## config.mk

```make
export PLATFORM = sky130hd
export DESIGN_NAME = digit_serial_subtractor_flat
export DESIGN_NICKNAME = d
export VERILOG_FILES = /design/src/rtl/dss_pkg.sv /design/src/rtl/digit_serial_subtractor_if.sv /design/src/rtl/digit_serial_subtractor_slice.sv /design/src/rtl/digit_serial_subtractor.sv /design/src/flat_wrapper.sv
export SDC_FILE = /design/constraint.sdc
export NUM_CORES = 1
export LEC_CHECK = 0
export CORE_MARGIN = 2
export CORE_UTILIZATION = 43
export DETAILED_ROUTE_END_ITERATION = 10
export DONT_BUFFER_PORTS = 1
export SETUP_SLACK_MARGIN = 0.05
export SLEW_MARGIN = 15
export SYNTH_ARGS = -nofsm -noshare
export SYNTH_HDL_FRONTEND = slang
export SYNTH_SLANG_ARGS = --single-unit
```

## constraint.sdc

```tcl
create_clock -name clk -period 3.4 [get_ports clk]
set_clock_uncertainty 0.05 [all_clocks]
set_input_delay 0.68 -clock clk [delete_from_list [all_inputs] [get_ports clk]]
set_output_delay 0.68 -clock clk [all_outputs]
set_load 0.1 [all_outputs]
```

## src/rtl/dss_pkg.sv

```systemverilog
// Shared types and helpers for digit_serial_subtractor.
// State encoding and the signed-overflow rule.
package dss_pkg;

  typedef enum logic [1:0] {
    IDLE = 2'd0,
    RUN  = 2'd1,
    DONE = 2'd2
  } state_t;

  function automatic logic sub_ovf(
    input logic a_msb,
    input logic b_msb,
    input logic d_msb
  );
    return (a_msb != b_msb) && (d_msb != a_msb);
  endfunction

endpackage

```

## src/rtl/digit_serial_subtractor_if.sv

```systemverilog
// Operand/result handshake bundle for digit_serial_subtractor.
// slave = subtractor side, master = producer/consumer side.
interface digit_serial_subtractor_if #(
  parameter int WIDTH = 16
);
  logic             in_valid;
  logic             in_ready;
  logic [WIDTH-1:0] a;
  logic [WIDTH-1:0] b;
  logic             in_borrow;
  logic             out_valid;
  logic             out_ready;
  logic [WIDTH-1:0] difference;
  logic             out_borrow;
  logic             zero;
  logic             overflow;

  modport slave (
    input  in_valid, a, b, in_borrow, out_ready,
    output in_ready, out_valid, difference,
    output out_borrow, zero, overflow
  );

  modport master (
    output in_valid, a, b, in_borrow, out_ready,
    input  in_ready, out_valid, difference,
    input  out_borrow, zero, overflow
  );
endinterface

```

## src/rtl/digit_serial_subtractor_slice.sv

```systemverilog
// DIGIT-bit borrow-ripple slice built from fullsubtractor cells.
// Pure combinational; one instance per subtractor.
module fullsubtractor (
  input  logic x,
  input  logic y,
  input  logic bi,
  output logic d,
  output logic bo
);
  assign d  = x ^ y ^ bi;
  assign bo = (~x & y) | (~(x ^ y) & bi);
endmodule

module subtractor_slice #(
  parameter int DIGIT = 4
) (
  input  logic [DIGIT-1:0] x,
  input  logic [DIGIT-1:0] y,
  input  logic             borrow_in,
  output logic [DIGIT-1:0] d,
  output logic             borrow_out
);
  logic [DIGIT:0] br;

  assign br[0]      = borrow_in;
  assign borrow_out = br[DIGIT];

  for (genvar i = 0; i < DIGIT; i++) begin : g_fs
    fullsubtractor u_fs (
      .x  (x[i]),
      .y  (y[i]),
      .bi (br[i]),
      .d  (d[i]),
      .bo (br[i+1])
    );
  end
endmodule

```

## src/rtl/digit_serial_subtractor.sv

```systemverilog
// Digit-serial a - b - in_borrow, DIGIT bits per clock.
// Define DSS_SATURATE_EN for unsigned saturation at zero.
module digit_serial_subtractor
  import dss_pkg::*;
#(
  parameter int WIDTH = 16,
  parameter int DIGIT = 4
) (
  input logic clk,
  input logic rst_n,
  digit_serial_subtractor_if.slave bus
);
  localparam int NDIG = WIDTH / DIGIT;
  localparam int CW   = (NDIG > 1) ? $clog2(NDIG) : 1;

  state_t           state, state_n;
  logic [CW-1:0]    cnt;
  logic [WIDTH-1:0] a_sr, b_sr, d_sr, diff_q;
  logic             brw, bo_q, zero_q, ovf_q;
  logic [DIGIT-1:0] d_dig;
  logic             slc_bo;
  logic             last, load, rdy, vld;
  logic [WIDTH-1:0] d_full, d_final;

  subtractor_slice #(.DIGIT(DIGIT)) u_slice (
    .x          (a_sr[DIGIT-1:0]),
    .y          (b_sr[DIGIT-1:0]),
    .borrow_in  (brw),
    .d          (d_dig),
    .borrow_out (slc_bo)
  );

  // New digit enters at the top; after NDIG shifts digit 0 sits lowest.
  assign d_full = WIDTH'({d_dig, d_sr} >> DIGIT);
  assign last   = (state == RUN) && (cnt == CW'(NDIG - 1));

`ifdef DSS_SATURATE_EN
  assign d_final = slc_bo ? '0 : d_full;
`else
  assign d_final = d_full;
`endif

  always_comb begin
    state_n = state;
    rdy     = 1'b0;
    vld     = 1'b0;
    load    = 1'b0;
    unique case (state)
      IDLE: begin
        rdy = 1'b1;
        if (bus.in_valid) begin
          load    = 1'b1;
          state_n = RUN;
        end
      end
      RUN: begin
        if (cnt == CW'(NDIG - 1)) state_n = DONE;
      end
      DONE: begin
        vld = 1'b1;
        rdy = bus.out_ready;
        if (bus.out_ready) begin
          if (bus.in_valid) begin
            load    = 1'b1;
            state_n = RUN;
          end else begin
            state_n = IDLE;
          end
        end
      end
      default: state_n = IDLE;
    endcase
  end

  always_ff @(posedge clk or negedge rst_n) begin
    if (!rst_n) begin
      state  <= IDLE;
      cnt    <= '0;
      a_sr   <= '0;
      b_sr   <= '0;
      d_sr   <= '0;
      brw    <= 1'b0;
      diff_q <= '0;
      bo_q   <= 1'b0;
      zero_q <= 1'b0;
      ovf_q  <= 1'b0;
    end else begin
      state <= state_n;
      if (load) begin
        a_sr <= bus.a;
        b_sr <= bus.b;
        brw  <= bus.in_borrow;
        d_sr <= '0;
        cnt  <= '0;
      end else if (state == RUN) begin
        a_sr <= a_sr >> DIGIT;
        b_sr <= b_sr >> DIGIT;
        d_sr <= d_full;
        brw  <= slc_bo;
        cnt  <= cnt + CW'(1);
        if (last) begin
          diff_q <= d_final;
          bo_q   <= slc_bo;
          zero_q <= (d_final == '0);
          // Top digit is in the slice now: its MSBs are the operand MSBs.
          ovf_q  <= sub_ovf(a_sr[DIGIT-1], b_sr[DIGIT-1],
                            d_dig[DIGIT-1]);
        end
      end
    end
  end

  assign bus.in_ready   = rdy;
  assign bus.out_valid  = vld;
  assign bus.difference = diff_q;
  assign bus.out_borrow = bo_q;
  assign bus.zero       = zero_q;
  assign bus.overflow   = ovf_q;
endmodule

```

## src/flat_wrapper.sv

```systemverilog
// flat-port wrapper written by rule: the top's interface ports become plain ports
module digit_serial_subtractor_flat import dss_pkg::*;
#(
  parameter int WIDTH = 16,
  parameter int DIGIT = 4
)
  (clk, rst_n, bus_in_valid, bus_a, bus_b, bus_in_borrow, bus_out_ready, bus_in_ready, bus_out_valid, bus_difference, bus_out_borrow, bus_zero, bus_overflow);
  digit_serial_subtractor_if #(.WIDTH(WIDTH)) bus_i ();
  input logic clk;
  input logic rst_n;
  input wire logic [$bits(bus_i.in_valid)-1:0] bus_in_valid;
  input wire logic [$bits(bus_i.a)-1:0] bus_a;
  input wire logic [$bits(bus_i.b)-1:0] bus_b;
  input wire logic [$bits(bus_i.in_borrow)-1:0] bus_in_borrow;
  input wire logic [$bits(bus_i.out_ready)-1:0] bus_out_ready;
  output wire logic [$bits(bus_i.in_ready)-1:0] bus_in_ready;
  output wire logic [$bits(bus_i.out_valid)-1:0] bus_out_valid;
  output wire logic [$bits(bus_i.difference)-1:0] bus_difference;
  output wire logic [$bits(bus_i.out_borrow)-1:0] bus_out_borrow;
  output wire logic [$bits(bus_i.zero)-1:0] bus_zero;
  output wire logic [$bits(bus_i.overflow)-1:0] bus_overflow;
  assign bus_i.in_valid = bus_in_valid;
  assign bus_i.a = bus_a;
  assign bus_i.b = bus_b;
  assign bus_i.in_borrow = bus_in_borrow;
  assign bus_i.out_ready = bus_out_ready;
  assign bus_in_ready = bus_i.in_ready;
  assign bus_out_valid = bus_i.out_valid;
  assign bus_difference = bus_i.difference;
  assign bus_out_borrow = bus_i.out_borrow;
  assign bus_zero = bus_i.zero;
  assign bus_overflow = bus_i.overflow;
  digit_serial_subtractor #(.WIDTH(WIDTH), .DIGIT(DIGIT)) u_core (.clk(clk), .rst_n(rst_n), .bus(bus_i));
endmodule
```

=== Word-level counts from Yosys, hierarchy flattened ===
Cells that the tools add are included.

* Register bits after elaboration: 72
* Word-level logic and storage cells: 75
* Memories: 0
* Latch bits: 0
* ROM bits: 0
* Memory bits (writable): 0
* Output and inout bits: 21

* Bitwise operators: 29
* Shift operators: 0
* Reductions and logical operators: 7
* Eq/ne operators: 8
* Add/sub/neg operators: 1
* Mux-type cells: 20
* Div/mod/pow operators: 0
* $lt $le $gt $ge: 0
* Multipliers: 0

{| class="wikitable"
|+ Operators with widths
! cell !! count
|-
| 16-bit two-way mux || 6
|-
| 16-bit logical NOT || 1
|-
| 2-bit two-way mux || 5
|-
| 1-bit inverter || 9
|-
| 1-bit AND || 8
|-
| 1-bit XOR || 8
|-
| 1-bit two-way mux || 6
|-
| 2-bit != test, second input constant || 3
|-
| 2-bit case mux with 3 select lines || 1
|-
| 3-bit AND reduction || 2
|-
| 2-bit == test, second input constant || 2
|-
| 1-bit OR || 4
|-
| 1-bit case mux with 2 select lines || 2
|-
| 2-bit by 1-bit adder with 2-bit output, second input constant || 1
|-
| 2-bit by 1-bit == test with 1-bit output, second input constant || 1
|-
| 1-bit logical AND || 2
|-
| 2-bit logical NOT || 1
|-
| 1-bit != test || 2
|-
| 2-bit nonzero test || 1
|}

=== Depth between registers and ports, before layout ===
* Word-level depth: 12
* Depth in mapped cells: 10
* Gate-level depth less buffers: 10

=== By module ===
Synthesis repeated with hierarchy kept, for this count alone.

* Cell total of the unflattened synthesis: 251
* Area total of the unflattened synthesis: 3089.2 um^2

{| class="wikitable"
|+ By module, submodules not included
! module !! sequential area each (um^2) !! instances !! area each (um^2) !! cells an instance
|-
| digit_serial_subtractor || 1701.6 || 1 || 2979.1 || 239
|-
| fullsubtractor || 0.0 || 4 || 27.5 || 3
|}

=== Worst setup path before layout ===
Ideal clock, no wire load.

* Kind: in2out
* Start point: input port bus_out_ready
* End point: output port bus_in_ready
* Required time: 2.670 ns
* Buffers on the path: 0
* Slack: 0.544 ns
* Stages on the path: 2
* Arrival: 2.126 ns
* Cell sequence: and2b_1 > nor2_1

* Cells in the longest elaborated chain, start to end: 1

{| class="wikitable"
|+ RTL lines
! what !! RTL line !! source
|-
| start: declaration || flat_wrapper.sv:15 || <nowiki>input wire logic [$bits(bus_i.out_ready)-1:0] bus_out_ready;</nowiki>
|-
| 1-bit case mux with 2 select lines || digit_serial_subtractor.sv:48 || <nowiki>unique case (state)</nowiki>
|-
| end: declaration || flat_wrapper.sv:16 || <nowiki>output wire logic [$bits(bus_i.in_ready)-1:0] bus_in_ready;</nowiki>
|}

No other way between the ends.

=== Worst setup path in the final report ===
* Start point: register u_core.b_sr[0]
* End point: register u_core.zero_q (netlist: u_core.bus.zero)

* Cells in the longest elaborated chain, start to end: 10
* Elaborated cells between the ends (all ways): 14
* Those cells by class: bitwise (13); reduce/logical (1)

{| class="wikitable"
|+ RTL lines
! what !! RTL line !! source
|-
| start: declaration || digit_serial_subtractor.sv:18 || <nowiki>logic [WIDTH-1:0] a_sr, b_sr, d_sr, diff_q;</nowiki>
|-
| start signal: assignment || digit_serial_subtractor.sv:91 || <nowiki>b_sr <= bus.b;</nowiki>
|-
| start signal: assignment || digit_serial_subtractor.sv:97 || <nowiki>b_sr <= b_sr >> DIGIT;</nowiki>
|-
| 1-bit XOR || digit_serial_subtractor_slice.sv:11 || <nowiki>assign bo = (~x & y) | (~(x ^ y) & bi);</nowiki>
|-
| 1-bit inverter || digit_serial_subtractor_slice.sv:11 ||
|-
| 1-bit AND || digit_serial_subtractor_slice.sv:11 ||
|-
| 1-bit OR (*) || digit_serial_subtractor_slice.sv:11 ||
|-
| 1-bit AND (*) || digit_serial_subtractor_slice.sv:11 ||
|-
| 1-bit OR (*) || digit_serial_subtractor_slice.sv:11 ||
|-
| 1-bit AND (*) || digit_serial_subtractor_slice.sv:11 ||
|-
| 1-bit OR (*) || digit_serial_subtractor_slice.sv:11 ||
|-
| 1-bit XOR (*) || digit_serial_subtractor_slice.sv:10 || <nowiki>assign d = x ^ y ^ bi;</nowiki>
|-
| net u_core.u_slice.g_fs[3].u_fs.d || digit_serial_subtractor_slice.sv:7 || <nowiki>output logic d,</nowiki>
|-
| 16-bit logical NOT (*) || digit_serial_subtractor.sv:104 || <nowiki>zero_q <= (d_final == '0);</nowiki>
|-
| end signal: assignment || digit_serial_subtractor.sv:104 ||
|-
| end: declaration || digit_serial_subtractor.sv:19 || <nowiki>logic brw, bo_q, zero_q, ovf_q;</nowiki>
|}

The timed path passes the listed nets; every way through them passes the cells marked *.
A chain may end at the register's enable or synchronous reset.

==> results.md <==
- Post-Route WL: 5860 um
- Crit path time final: 2.59 ns
- Starting Density: 44.6%
- Crit Path Class: reg -> reg
- Mapped Nets: 294
- Total CTS buffers: 9
- Final HPWL from detailed placement: 3870 um
- Multi-input logic area: 1220 um2
- Startpoint Class: flip-flop
- TNS Setup: 0 ns
- RSZ-0062 raised after global routing: no
- Die width: 88.2 um
- Clock transition at path regs: 0.07 ns
- HP Class: in -> async
- Syn avg cell area: 12.1 um2
- WL/cell: 16.5 um
- Largest net degree at the start of global routing: 69
- Synth cell types: 28
- Relative slew margins: 29.2%
- Detailed-route DRC error count: 0
- Number of nets in the layout: 296
- Post-synth top area cell: dfrtp_1
- Async SR Flop Fraction: 100%
- I/O Pins: 58
- # port buffers: 0
- CTS tree: built
- Final Hold Vio Count: 0
- Area taken by flip-flops and latches: 1700 um2
- Overall routing resource usage: 16.8%
- Max Freq: 385 MHz
- DR iter-0 viols: 79
- Total die area: 7780 um2
- Vias in the first global route: 1886
- GPL Wtd Cong: 0.743
- Critical path endpoint category: flip-flop
- Critical Path AT: 2.78 ns
- CP max FO: 4
- Max Slew Vio Count: 0
- Syn Inst Count: 251
- Post-CTS Setup Repair Bufs: 0
- Crit path required time: 3.59 ns
- Share of the yosys chip area belonging to registers: 55.8%
- Post-synthesis register bit count: 68
- Gr ovfl total: 0
- Post-synth EDFFs: 0
- Primary FF master, synth: dfrtp_1
- Setup Viol. Count Final: 0
- Status: finished clean
- Deepest clock path buffer count: 2
- Final period util: 76.3%
- Layout cells sized above 1: 20.5%
- Rows: 30
- First-pass GRT wire length: 9730 um
- Total number of yosys warnings: 0
- Netlist Area Pre-Place: 3050 um2
- Routed vias: 1826
- Drt via density: 5.16
- Fillers: 642
- Antenna viol nets, final: 0
- Initial antenna violation count: 0
- R2R cell count: 10
- Final Hold Slack: 0.157 ns
- Die H: 88.2 um
- Commonest cells post-synth: 68 x dfrtp_1, 35 x nand2_1, 30 x mux2_2
- Most frequent cell after synthesis: dfrtp_1
- Slew @ Worst Pin: 1.06 ns
- Pre-antenna DRT Iters: 4
- CTS H-tree depth: 3
- Root Buffer: clkbuf_8
- Synth top area cells: dfrtp_1 56%, mux2_2 11%, mux2_1 5.9%
- CTS Sinks: 68
- Worst skew pair latency: 0.33 ns
- Max-cap violations: 0
- Synth top area share: 55.8%
- Core Area: 6830 um2
- N_diodes: 0
- P&R area growth vs syn: 11.2%
[sequential cells by signal, indices dropped and copies added (netlist names)]
name                   flops
u_core.bus.difference     16
u_core.d_sr               12
u_core.brw                 1
u_core.bus.out_borrow      1
u_core.cnt                 2
u_core.bus.zero            1
u_core.bus.overflow        1
u_core.state               2
u_core.b_sr               16
u_core.a_sr               16
[per-layer routing]
metal  wire, um  share of wire [%]  global-route usage, %  up-vias
li1           -                  -                      -      860
met1       2560                 44                   20.7      910
met2       2800                 48                   26.4       52
met3        417                7.1                   8.21        4
met4         78                1.3                   4.96        0
met5          0                  0                      0        -
[placed cells by master, fill, tap and decap left out, types with 2 or more instances in the layout]
cell / count
buf_4: 4
nor4_1: 3
and2_1: 8
bufinv_16: 2
nand2_1: 35
inv_1: 18
and2b_1: 2
clkinv_2: 2
ha_1: 2
clkinv_4: 2
a21oi_1: 11
mux2_1: 16
a221o_1: 9
mux2i_1: 8
mux2_2: 30
nand2b_1: 2
clkbuf_8: 10
fa_1: 4
a211oi_1: 2
dfrtp_1: 68
xnor2_1: 2
nor2_1: 4
o21ai_0: 5
[cell type report]
| cell class | instances | area share (%) |
|---|---|---|
| Clock buffer | 10 | 4.06 |
| Clock inverter | 6 | 2.58 |
| Inverter | 18 | 1.99 |
| Multi-Input combinational cell | 151 | 35.9 |
| Sequential cell | 68 | 50.2 |
| Tap cell | 96 | 3.54 |
| Timing Repair Buffer | 5 | 1.70 |
[logic make-up after synthesis]
kind of cell	count (synthesis)	share of synthesized area, %
xor+xnor	2	0.575
buf+inv	32	4.51
mux	54	19.6
simple gates	59	9.19
compound gates	30	6.85
fa+ha+maj	6	3.45
flops	68	55.8
[worst max-delay path, cell delays in order (launching register included)]
cell	delay, ns
dfrtp_1	0.38
inv_1	0.08
fa_1	0.16
inv_1	0.05
fa_1	0.39
fa_1	0.37
inv_1	0.07
fa_1	0.47
nor4_1	0.20
nand4_1	0.11
o21ai_0	0.15
[repair_timing]
| action | 4_1_cts | 5_1_grt |
|---|---|---|
| hold buffers | 1 | 0 |
| endpoints found under the hold margin | 68 | 0 |
| resized for setup | 0 | 0 |
[per-stage QoR]
step | area [um2] | utilization (%) | std cells | setup slack, ns
floorplan | 3050 | - | 251 | 0.544
global placement | 3140 | 45.9 | 337 | 0.894
detailed placement | 3140 | 45.9 | 337 | 0.810
CTS | 3390 | 49.6 | 354 | 0.794
global route | 3390 | 49.6 | 354 | 0.673
finish | 3390 | 49.6 | 354 | 0.806
[path summary, 6_finish.rpt]
path / from / end / slack, ns
max: u_core.b_sr[0] / u_core.bus.zero / 0.81
min: rst_n / u_core.b_sr[13] / 0.16
max reg2reg: u_core.b_sr[0] / u_core.bus.zero / 0.81
min reg2reg: u_core.a_sr[4] / u_core.a_sr[4] / 0.46
max in group asynchronous: rst_n / u_core.bus.difference[10] / 2.84
min in group clk: bus_out_ready / u_core.state[1] / 0.40
Power is left out: the tool's default activity adds up to more than one toggle a clock period on the data nets, which glitch-free logic cannot reach.
